===== config.mk =====
export PLATFORM = sky130hd
export DESIGN_NAME = mul_unit
export DESIGN_NICKNAME = d
export VERILOG_FILES = /design/src/rtl/mul_pkg.sv /design/src/rtl/cla_adder.sv /design/src/rtl/mul_unit.sv
export SDC_FILE = /design/constraint.sdc
export NUM_CORES = 1
export LEC_CHECK = 0
export BUFFER_PORTS_ARGS = -buffer_cell sky130_fd_sc_hd__buf_2
export CAP_MARGIN = 30
export CORE_ASPECT_RATIO = 1.25
export CORE_MARGIN = 2
export CORE_UTILIZATION = 55
export CTS_CLUSTER_DIAMETER = 60
export CTS_CLUSTER_SIZE = 40
export DETAILED_ROUTE_END_ITERATION = 16
export PLACE_DENSITY_LB_ADDON = 0.3
export SKIP_CTS_REPAIR_TIMING = 1
export SLEW_MARGIN = 20
export SYNTH_ARGS = -nofsm -noshare
export SYNTH_HDL_FRONTEND = slang
export SYNTH_HIERARCHICAL = 1
export SYNTH_SLANG_ARGS = --single-unit

===== constraint.sdc =====
create_clock -name clk -period 3.19 [get_ports clk]
set_input_delay 0 -clock clk [delete_from_list [all_inputs] [get_ports clk]]
set_output_delay 0 -clock clk [all_outputs]
set_load 0.01 [all_outputs]

===== src/rtl/mul_pkg.sv =====
// Shared types for the iterative RV32M multiplier: op encodings and FSM states.
package mul_pkg;

  localparam int MUL_DEFAULT_WIDTH = 32;

  // Encodings follow funct3[1:0] of the RV32M multiply group
  typedef enum logic [1:0] {
    MUL    = 2'b00,
    MULH   = 2'b01,
    MULHSU = 2'b10,
    MULHU  = 2'b11
  } mul_op_t;

  typedef enum logic [1:0] {
    IDLE = 2'b00,
    CALC = 2'b01,
    FIX  = 2'b10,
    DONE = 2'b11
  } mul_state_t;

  // rs1 is treated as signed for MULH and MULHSU
  function automatic logic op_signed_a(input mul_op_t o);
    return (o == MULH) || (o == MULHSU);
  endfunction

  // rs2 is treated as signed only for MULH
  function automatic logic op_signed_b(input mul_op_t o);
    return (o == MULH);
  endfunction

endpackage


===== src/rtl/cla_adder.sv =====
// Carry-lookahead adder: 4-bit lookahead groups with the group carry rippled
// between groups. Operands are zero-padded up to a multiple of 4 bits.
module cla_adder #(
  parameter int WIDTH = 32
) (
  input  logic [WIDTH-1:0] i_a,
  input  logic [WIDTH-1:0] i_b,
  input  logic             i_cin,
  output logic [WIDTH-1:0] o_sum,
  output logic             o_cout
);

  localparam int NG = (WIDTH + 3) / 4;
  localparam int PW = NG * 4;

  logic [PW-1:0] w_p;
  logic [PW-1:0] w_g;
  logic [PW:0]   w_c;

  // Per-bit propagate/generate, padded bits neither propagate nor generate
  always_comb begin
    w_p = '0;
    w_g = '0;
    w_p[WIDTH-1:0] = i_a ^ i_b;
    w_g[WIDTH-1:0] = i_a & i_b;
  end

  // Expanded lookahead equations inside each group, group carry-in from the previous group
  always_comb begin
    w_c = '0;
    w_c[0] = i_cin;
    for (int gi = 0; gi < NG; gi++) begin
      w_c[4*gi+1] = w_g[4*gi]
                  | (w_p[4*gi] & w_c[4*gi]);
      w_c[4*gi+2] = w_g[4*gi+1]
                  | (w_p[4*gi+1] & w_g[4*gi])
                  | (w_p[4*gi+1] & w_p[4*gi] & w_c[4*gi]);
      w_c[4*gi+3] = w_g[4*gi+2]
                  | (w_p[4*gi+2] & w_g[4*gi+1])
                  | (w_p[4*gi+2] & w_p[4*gi+1] & w_g[4*gi])
                  | (w_p[4*gi+2] & w_p[4*gi+1] & w_p[4*gi] & w_c[4*gi]);
      w_c[4*gi+4] = w_g[4*gi+3]
                  | (w_p[4*gi+3] & w_g[4*gi+2])
                  | (w_p[4*gi+3] & w_p[4*gi+2] & w_g[4*gi+1])
                  | (w_p[4*gi+3] & w_p[4*gi+2] & w_p[4*gi+1] & w_g[4*gi])
                  | (w_p[4*gi+3] & w_p[4*gi+2] & w_p[4*gi+1] & w_p[4*gi] & w_c[4*gi]);
    end
  end

  assign o_sum  = w_p[WIDTH-1:0] ^ w_c[WIDTH-1:0];
  assign o_cout = w_c[WIDTH];

endmodule


===== src/rtl/mul_unit.sv =====
// Iterative shift-add multiplier for RV32M MUL/MULH/MULHSU/MULHU.
// Operands are converted to magnitudes on acceptance, multiplied unsigned over
// WIDTH iterations through the shared CLA, then the 2W-bit product is negated
// in a single fix-up cycle when the operand signs differ.
module mul_unit
  import mul_pkg::*;
#(
  parameter int WIDTH = MUL_DEFAULT_WIDTH
) (
  input  logic             clk,
  input  logic             n_rst,
  input  logic             in_valid,
  output logic             in_ready,
  input  logic [1:0]       op,
  input  logic [WIDTH-1:0] a,
  input  logic [WIDTH-1:0] b,
  input  logic             flush,
  output logic             out_valid,
  input  logic             out_ready,
  output logic [WIDTH-1:0] result,
  output logic             busy
);

  localparam int                 CNT_W    = $clog2(WIDTH);
  localparam logic [CNT_W-1:0]   CNT_LAST = CNT_W'(WIDTH - 1);
  localparam logic [CNT_W-1:0]   CNT_ONE  = CNT_W'(1);
  localparam logic [WIDTH-1:0]   ONE_W    = WIDTH'(1);
  localparam logic [2*WIDTH-1:0] ONE_2W   = (2*WIDTH)'(1);

  mul_state_t         r_state;
  mul_state_t         w_next_state;
  logic [2*WIDTH-1:0] r_product;
  logic [WIDTH-1:0]   r_mcand;
  logic [CNT_W-1:0]   r_count;
  logic               r_neg;
  mul_op_t            r_op;
  logic               r_out_valid;
  logic [WIDTH-1:0]   r_result;

  mul_op_t            w_op;
  logic               w_sign_a;
  logic               w_sign_b;
  logic [WIDTH-1:0]   w_mag_a;
  logic [WIDTH-1:0]   w_mag_b;
  logic               w_accept;
  logic [WIDTH-1:0]   w_add_b;
  logic [WIDTH-1:0]   w_sum;
  logic               w_cout;
  logic [2*WIDTH-1:0] w_fixed;

  // The most-negative value maps onto itself, which is the correct unsigned magnitude
  assign w_op     = mul_op_t'(op);
  assign w_sign_a = op_signed_a(w_op) & a[WIDTH-1];
  assign w_sign_b = op_signed_b(w_op) & b[WIDTH-1];
  assign w_mag_a  = w_sign_a ? (~a + ONE_W) : a;
  assign w_mag_b  = w_sign_b ? (~b + ONE_W) : b;

  assign in_ready  = (r_state == IDLE) & ~flush;
  assign w_accept  = in_valid & in_ready;
  assign busy      = (r_state != IDLE);
  assign out_valid = r_out_valid;
  assign result    = r_result;

  assign w_add_b = r_product[0] ? r_mcand : '0;
  assign w_fixed = r_neg ? (~r_product + ONE_2W) : r_product;

  cla_adder #(
    .WIDTH (WIDTH)
  ) u_adder (
    .i_a    (r_product[2*WIDTH-1:WIDTH]),
    .i_b    (w_add_b),
    .i_cin  (1'b0),
    .o_sum  (w_sum),
    .o_cout (w_cout)
  );

  // State register
  always_ff @(posedge clk or negedge n_rst) begin
    if (!n_rst) begin
      r_state <= IDLE;
    end else begin
      r_state <= w_next_state;
    end
  end

  // Next-state logic, flush overrides every other transition
  always_comb begin
    w_next_state = r_state;
    if (flush) begin
      w_next_state = IDLE;
    end else begin
      case (r_state)
        IDLE:    if (in_valid) w_next_state = CALC;
        CALC:    if (r_count == CNT_LAST) w_next_state = FIX;
        FIX:     w_next_state = DONE;
        DONE:    if (out_ready) w_next_state = IDLE;
        default: w_next_state = IDLE;
      endcase
    end
  end

  // Datapath: operand capture, shift-add iterations, sign fix-up and registered result
  always_ff @(posedge clk or negedge n_rst) begin
    if (!n_rst) begin
      r_product   <= '0;
      r_mcand     <= '0;
      r_count     <= '0;
      r_neg       <= 1'b0;
      r_op        <= MUL;
      r_out_valid <= 1'b0;
      r_result    <= '0;
    end else begin
      case (r_state)
        IDLE: begin
          if (w_accept) begin
            r_product <= {{WIDTH{1'b0}}, w_mag_b};
            r_mcand   <= w_mag_a;
            r_count   <= '0;
            r_neg     <= w_sign_a ^ w_sign_b;
            r_op      <= w_op;
          end
        end
        CALC: begin
          if (!flush) begin
            r_product <= {w_cout, w_sum, r_product[WIDTH-1:1]};
            r_count   <= r_count + CNT_ONE;
          end
        end
        FIX: begin
          if (!flush) begin
            r_product   <= w_fixed;
            r_result    <= (r_op == MUL) ? w_fixed[WIDTH-1:0] : w_fixed[2*WIDTH-1:WIDTH];
            r_out_valid <= 1'b1;
          end
        end
        DONE: begin
          if (flush || out_ready) begin
            r_out_valid <= 1'b0;
            r_result    <= '0;
          end
        end
        default: begin
          r_out_valid <= 1'b0;
          r_result    <= '0;
        end
      endcase
    end
  end

endmodule


Word level (Yosys, flattened, before mapping) --
Index checks and enable logic that the tools add are counted.
Storage, ports and cells: register bits 139, bits in latches 0, memory bits (writable) 0, memory bits (read-only) 0, input port bits 71, output and inout bits 35, logic and storage cells 270, memories 0
Cells by class: add/sub/neg operators 4, multiply operators 0, div/mod/pow operators 0, $lt $le $gt $ge 0, equal/unequal tests 13, shift-type cells 0, muxes and demuxes 23, bitwise gates (word level) 209, reductions and logical operators 13
Operators by type and width (count):
- two-way mux 64 bit | 4
- two-way mux 32 bit | 6
- one-hot mux 64 bit (3 select lines) | 1
- AND 1 bit | 125
- bitwise OR 1 bit | 76
- adder 32 x 1 -> 32 bit, second input constant | 2
- adder 64 x 1 -> 64 bit, second input constant | 1
- NOT 32 bit | 2
- NOT 64 bit | 1
- one-hot mux 32 bit (2 select lines) | 1
- bitwise XOR 32 bit | 2
- AND 32 bit | 1
- two-way mux 5 bit | 2
- one-hot mux 5 bit (2 select lines) | 1
- inequality test 3 bit, second input constant | 3
- AND reduction 3 bit | 3
- two-way mux 2 bit | 4
- inequality test 2 bit, second input constant | 4
- one-hot mux 2 bit (4 select lines) | 1
- == test 2 bit, second input constant | 3
- nonzero test 2 bit | 3
- adder 5 x 1 -> 5 bit, second input constant | 1
- == test 5 bit, second input constant | 1
- == test 2 x 1 -> 1 bit, second input constant | 2
- 9 further kinds | 12

Depth between registers and ports, before layout --
depth in word-level cells 23, depth in mapped cells 14, gate-level depth less buffers 12

By module --
Netlist, hierarchy kept.
Modules (own cells, without submodules):
- mul_unit | times used 1, cells an instance 1191, area an instance 9938.3 sq um, sequential area each 3478.3 sq um
- cla_adder | times used 1, cells an instance 160, area an instance 1326.3 sq um, sequential area each 0.0 sq um

Worst setup path before layout --
OpenSTA, ideal clock, no wires.
kind register to register, start register r_product[0], end register r_product[56], setup time 0.122 ns, data arrival time 3.173 ns, required time 3.068 ns, path slack -0.105 ns, stages on the path, launching flop included 15, path buffers 2, period minus slack after synthesis 3.295 ns, cell sequence dfrtp_1 clkbuf_1 clkbuf_1 and2_1 ha_1 a21oi_1 o21a_2 o22ai_1 a2111o_1 or2_1 o21a_1 fa_1 xor2_1 a22oi_1 nand2_1
Between the ends: elaborated cells on any way between the ends 75, those cells by class 1 x add/sub; 5 x mux; 69 x bitwise
RTL lines:
- from (decl) | RTL line mul_unit.sv:32 | logic [2*WIDTH-1:0] r_product;
- from (signal assigned) | RTL line mul_unit.sv:116 | r_product <= {{WIDTH{1'b0}}, w_mag_b};
- from (signal assigned) | RTL line mul_unit.sv:125 | r_product <= {w_cout, w_sum, r_product[WIDTH-1:1]};
- from (signal assigned) | RTL line mul_unit.sv:131 | r_product <= w_fixed;
- two-way mux 32 bit * | RTL line mul_unit.sv:64 | assign w_add_b = r_product[0] ? r_mcand : '0;
- net w_add_b[15] | RTL line mul_unit.sv:46 | logic [WIDTH-1:0] w_add_b;
- bitwise XOR 32 bit | RTL line cla_adder.sv:24 | w_p[WIDTH-1:0] = i_a ^ i_b;
- AND 1 bit, on equally long branches
- bitwise OR 1 bit (tied with other cells) | RTL line cla_adder.sv:43 | | (w_p[4*gi+3] & w_g[4*gi+2])
- bitwise OR 1 bit (tied with other cells) | RTL line cla_adder.sv:44 | | (w_p[4*gi+3] & w_p[4*gi+2] & w_g[4*gi+1])
- bitwise OR 1 bit or AND 1 bit (tied branches) | RTL line cla_adder.sv:45, cla_adder.sv:46
- bitwise OR 1 bit * | RTL line cla_adder.sv:46 | | (w_p[4*gi+3] & w_p[4*gi+2] & w_p[4*gi+1] & w_p[4*gi] & w_c[4*gi]);
- [2 not listed]
- AND 1 bit * | RTL line cla_adder.sv:46
- bitwise OR 1 bit * | RTL line cla_adder.sv:46
- AND 1 bit * | RTL line cla_adder.sv:34 | | (w_p[4*gi] & w_c[4*gi]);
- bitwise OR 1 bit * | RTL line cla_adder.sv:34
- bitwise XOR 32 bit * | RTL line cla_adder.sv:50 | assign o_sum = w_p[WIDTH-1:0] ^ w_c[WIDTH-1:0];
- net w_sum[25] | RTL line mul_unit.sv:47 | logic [WIDTH-1:0] w_sum;
- two-way mux 64 bit * | RTL line mul_unit.sv:124 | if (!flush) begin
- one-hot mux 64 bit (3 select lines) * | RTL line mul_unit.sv:113 | case (r_state)
Mark *: on every way through the listed nets, which the timed path passes. The rest lies on a longest branch. The select of a mux whose other input is x is not followed. A chain may end at the register's enable or synchronous reset.

Worst setup path in the final report --
start register r_product[0], end register r_product[56]
Between the ends: elaborated cells on any way between the ends 75, those cells by class 1 x add/sub; 5 x mux; 69 x bitwise
RTL lines (RTL line):
- two-way mux 32 bit * | mul_unit.sv:64
- net w_add_b[16] | mul_unit.sv:46
- AND 32 bit or bitwise XOR 32 bit (tied branches) | cla_adder.sv:25, cla_adder.sv:24
- AND 1 bit, on equally long branches | cla_adder.sv:45, cla_adder.sv:46
- bitwise OR 1 bit or AND 1 bit (tied branches) | cla_adder.sv:45, cla_adder.sv:46
- bitwise OR 1 bit * | cla_adder.sv:46
- AND 1 bit * | cla_adder.sv:46
- bitwise OR 1 bit * | cla_adder.sv:46
- AND 1 bit * | cla_adder.sv:34
- bitwise OR 1 bit * | cla_adder.sv:34
- bitwise XOR 32 bit * | cla_adder.sv:50
- net w_sum[25] | mul_unit.sv:47
- two-way mux 64 bit * | mul_unit.sv:124
- one-hot mux 64 bit (3 select lines) * | mul_unit.sv:113
Marked as above.

==> impl_results.html <==
<table>
<tr><th>Metric</th><th>Value</th></tr>
<tr><th colspan="2">Critical path</th></tr>
<tr><td>CP max FO</td><td>6</td></tr>
<tr><td>Worst path slowest cell</td><td>dfrtp_2</td></tr>
<tr><td>CP top delay family</td><td>compound AO/OA/AOI/OAI gates</td></tr>
<tr><td>Biggest cell delay along the critical path</td><td>approximately 0.45 ns</td></tr>
<tr><td>Crit path DAT</td><td>3.41 ns</td></tr>
<tr><td>Combined buffer and inverter count along the critical path</td><td>1</td></tr>
<tr><td>Startpoint type of the worst setup path</td><td>flop</td></tr>
<tr><td>Critical setup path kind</td><td>flop to flop</td></tr>
<tr><td>CP Data Required Time</td><td>3.50 ns</td></tr>
<tr><td>Endpoint kind of the worst setup timing path</td><td>flop</td></tr>
<tr><td>Cell-by-cell listing of the critical path</td><td>buf_4 &gt; and2_1 &gt; ha_1 &gt; nand4_1 &gt; or2_4 &gt; o22ai_1 &gt; a2111o_1 &gt; or2_1 &gt; o21a_1 &gt; fa_1 &gt; xor2_1 &gt; a22oi_1 &gt; nand2_1</td></tr>
<tr><th colspan="2">Synth</th></tr>
<tr><td>Warnings, synthesis</td><td>6</td></tr>
<tr><td>Sequential fraction of the synthesis area</td><td>roughly 31%</td></tr>
<tr><td>Most used standard cell by instance count after synthesis</td><td>dfrtp_1</td></tr>
<tr><td>Count of unique library cells instantiated by Yosys</td><td>78</td></tr>
<tr><td>Synth area leaders</td><td>dfrtp_1, xnor2_1, xor2_1, o21ai_0, ha_1</td></tr>
<tr><td>Fraction of post-synthesis cell area in the top cell type by area</td><td>30.9%</td></tr>
<tr><td>Prevailing post-synth register cell</td><td>dfrtp_1</td></tr>
<tr><td>Post-synthesis cell type with the largest combined area</td><td>dfrtp_1</td></tr>
<tr><td>Async set-reset flop share out of synthesis</td><td>between 90% and 100%</td></tr>
<tr><td>Synthesized area divided by synthesized cell count</td><td>roughly 8.3 um2</td></tr>
<tr><td>Leading cell types by count after synthesis</td><td>dfrtp_1, nand2_1, o21ai_0</td></tr>
<tr><td>Netlist Area Pre-Place</td><td>11300 um2</td></tr>
<tr><td>Total of flip-flops plus latches after synthesis</td><td>139</td></tr>
<tr><td>Cells after Synth</td><td>1351</td></tr>
<tr><td>Number of synthesized flops with an enable pin</td><td>0</td></tr>
<tr><th colspan="2">Timing</th></tr>
<tr><td>Worst slack on hold paths</td><td>-0.0254 ns</td></tr>
<tr><td>Transition time at the pin with the least slew margin</td><td>~0.81 ns</td></tr>
<tr><td>Max Freq</td><td>0.323 GHz</td></tr>
<tr><td>Final setup violation count</td><td>0</td></tr>
<tr><td>Headroom to the max-slew limit</td><td>45.5%</td></tr>
<tr><td>Hold violation count in the final report</td><td>8</td></tr>
<tr><td>Max-slew violations</td><td>0</td></tr>
<tr><td>Final period util</td><td>a little over nine tenths</td></tr>
<tr><td>Worst Skew</td><td>~0.010 ns</td></tr>
<tr><td>Final critical path time including I/O delays and setup</td><td>3.09 ns</td></tr>
<tr><th colspan="2">Clock tree</th></tr>
<tr><td>H-tree Lvls</td><td>4</td></tr>
<tr><td>Cts bufs inserted</td><td>17</td></tr>
<tr><td>Max clock buf depth</td><td>2</td></tr>
<tr><td>Clock slew at reported path FFs</td><td>0.06 ns</td></tr>
<tr><td>Clock tree from TritonCTS</td><td>yes</td></tr>
<tr><td># clock sinks</td><td>139</td></tr>
<tr><td>Clock latency of the later-clocked register in the worst-skew pair</td><td>0.44 ns</td></tr>
<tr><td>Clock root cell</td><td>clkbuf_16</td></tr>
<tr><th colspan="2">Power</th></tr>
<tr><td>Maximum resistive drop on vdd</td><td>0.488 mV</td></tr>
<tr><td>Share of total power in the clock network</td><td>between 15 and 20%</td></tr>
<tr><td>Portion of total power attributed to combinational logic</td><td>57.7%</td></tr>
<tr><td>P_int</td><td>6.93 mW</td></tr>
<tr><td>PnR Total Power</td><td>13.1 mW</td></tr>
<tr><td>Portion of total power attributed to sequential cells</td><td>26.0%</td></tr>
<tr><td>Switching power</td><td>6.19 mW</td></tr>
<tr><td>Cell Pwr Density</td><td>941 nW/um2</td></tr>
<tr><td>Leakage power summed over all cells</td><td>6.24 nW</td></tr>
<tr><td>Switching part of the total power</td><td>47.2%</td></tr>
<tr><th colspan="2">Place</th></tr>
<tr><td>Port Buf Inserts</td><td>roughly 110</td></tr>
<tr><td>Half-perimeter wire length after detailed placement</td><td>25.8 mm</td></tr>
<tr><td>Final weighted congestion in routability-driven placement</td><td>0.953</td></tr>
<tr><td>Placed standard-cell area</td><td>12600 um2</td></tr>
<tr><td>Number of placed instances with taps included</td><td>1737</td></tr>
<tr><th colspan="2">Global route</th></tr>
<tr><td>Initial antenna violation count</td><td>0</td></tr>
<tr><td>First-pass GRT wire length</td><td>56.9 mm</td></tr>
<tr><td>Largest net degree at the start of global routing</td><td>a little over 80</td></tr>
<tr><td>Total gr overflow</td><td>0</td></tr>
<tr><td>Vias in the first global route</td><td>between 10000 and 15000</td></tr>
<tr><td>Total Routing Usage GR</td><td>32.9%</td></tr>
<tr><th colspan="2">Final layout</th></tr>
<tr><td>Utilization after layout</td><td>69.4%</td></tr>
<tr><td>Multi-input combinational cell area</td><td>7460 um2</td></tr>
<tr><td>Number of nets in the layout</td><td>1667</td></tr>
<tr><td>Number of antenna cells inserted</td><td>0</td></tr>
<tr><td>Layout cell share with drive strength beyond 1</td><td>between 10% and 20%</td></tr>
<tr><td>Layout Cell Area excl Fill</td><td>about 14000 um2</td></tr>
<tr><td>Non-filler cells in the finished layout</td><td>1827</td></tr>
<tr><td>Area overhead of the layout relative to synthesis</td><td>23.8%</td></tr>
<tr><td>Sequential cell area in the final layout</td><td>3480 um2</td></tr>
<tr><td>Filler cells</td><td>1582</td></tr>
<tr><th colspan="2">Floorplanning</th></tr>
<tr><td>Die boundary height</td><td>between 150 and 200 um</td></tr>
<tr><td>Core outline area</td><td>20100 um2</td></tr>
<tr><td>Standard-cell rows</td><td>58</td></tr>
<tr><td>Count of boundary I/O pins</td><td>106</td></tr>
<tr><td>Overall die area</td><td>around 22000 um2</td></tr>
<tr><td>Die boundary width</td><td>around 130 um</td></tr>
<tr><td>Initial standard-cell utilization of the core</td><td>about 56%</td></tr>
<tr><th colspan="2">Hold path</th></tr>
<tr><td>Hold Path Class</td><td>primary input to flop</td></tr>
<tr><th colspan="2">Detailed routing</th></tr>
<tr><td>Met1 Routed Length</td><td>between 10 and 15 mm</td></tr>
<tr><td>Number of DRC markers in iteration 0</td><td>1426</td></tr>
<tr><td>Wire length on met3</td><td>2.78 mm</td></tr>
<tr><td>Vias post-DR</td><td>11839</td></tr>
<tr><td>Final WL</td><td>36.6 mm</td></tr>
<tr><td>Highest routed layer</td><td>met4</td></tr>
<tr><td>Average wire length per cell after detail routing</td><td>20.0 um</td></tr>
<tr><td>Residual antenna-violating net count after detailed routing</td><td>0</td></tr>
<tr><td>Drt drc</td><td>0</td></tr>
<tr><td>Average via count per standard cell</td><td>6.48</td></tr>
<tr><td>Met2 wire len</td><td>~17 mm</td></tr>
<tr><td>Pre-Repair DR Iteration Count</td><td>6</td></tr>
<tr><th colspan="2">Status</th></tr>
<tr><td>Failing checks</td><td>negative hold slack</td></tr>
<tr><td>Status</td><td>complete, but fails checks</td></tr>
<tr><th colspan="2">Flow run</th></tr>
<tr><td>Maxcap violations</td><td>0</td></tr>
</table>
power groups by stage:
stage	Clock [mW]	Sequential [mW]	Combinational [mW]
2_1_floorplan	0	3.07	4.95
3_3_place_gp	0	3.37	6.94
3_5_place_dp	0	3.38	7.12
4_1_cts	2.14	3.37	7.18
5_1_grt	2.24	3.49	8.21
6_report	2.14	3.41	7.57
worst paths after layout:
| check | startpoint | end | slack (ns) | depth (start not counted) |
|---|---|---|---|---|
| max | r_product[0] | r_product[56] | 0.1 | 13 |
| min | b[9] | r_product[9] | -0.03 | 4 |
| min in group asynchronous | n_rst | r_op[0] | 0.15 | 2 |
| max reg2reg | r_product[0] | r_product[56] | 0.1 | 13 |
| min reg2reg | r_mcand[24] | r_mcand[24] | 0.47 | 2 |
| max in group asynchronous | n_rst | r_product[25] | 2.17 | 3 |
final cells by class:
cell class / instances / share of cell area, %
sequential: 139 / 25.0
tap: 270 / 2.42
clock inverter: 7 / 0.987
timing repair buffer: 265 / 13.6
clock buffer: 25 / 3.48
multi-input combinational: 1085 / 53.5
inverter: 36 / 0.969
sequential cells by signal, indices dropped and copies added, names as in the netlist:
| register | count |
|---|---|
| r_op | 2 |
| out_valid | 1 |
| result | 32 |
| r_product | 64 |
| r_count | 5 |
| r_state | 2 |
| r_neg | 1 |
| r_mcand | 32 |
logic make-up (layout without fill, tap and decap cells):
kind of cell,Yosys count,count (layout),synth area share [%]
simple gates,463,463,21.1
mux,10,10,0.900
other cells,1,3,0.0333
fa+ha+maj,52,52,6.31
flops,139,139,30.9
buf+inv,129,333,4.40
xor+xnor,132,132,10.3
compound gates,425,425,26.1
placed cells by master, fill, tap and decap left out, types with 20 or more instances in the layout:
cell           netlist  final
a21o_1              21     21
or3_1               25     24
a22oi_1             29     29
a21oi_1             56     52
nor3_1              42     40
inv_1               35     35
o31ai_1             38     38
or4_1               20     20
buf_2                3    104
o21ai_0            113    108
nor4_1              23     23
buf_4                0    105
nor2_1              80     77
xnor2_1             67     67
xor2_1              65     64
nand2_1            121    121
and2_1              38     38
ha_1                44     39
nand3_1             38     37
dfrtp_1            139    137
dlygate4sd3_1        0     51
through the flow:
stage                     TNS [ns]  setup slack, ns
after floorplan                  0           0.0135
after global placement      -0.101          -0.0441
after detailed placement    -0.429           -0.101
after CTS                   -0.938           -0.151
after global routing      -0.00711         -0.00711
final                            0           0.0954
worst min-delay path: stages:
cell and delay [ns]:
buf_2 0.11, xor2_1 0.08, o22ai_1 0.12, a31oi_1 0.05
per-layer routing:
layer | track usage, % | vias up
met3 | 4.81 | 144
met5 | 0 | -
met1 | 41.5 | 5586
met2 | 54.8 | 666
met4 | 17.5 | 0
li1 | - | 5443
Note: power is estimated with default switching activity, not from simulation.
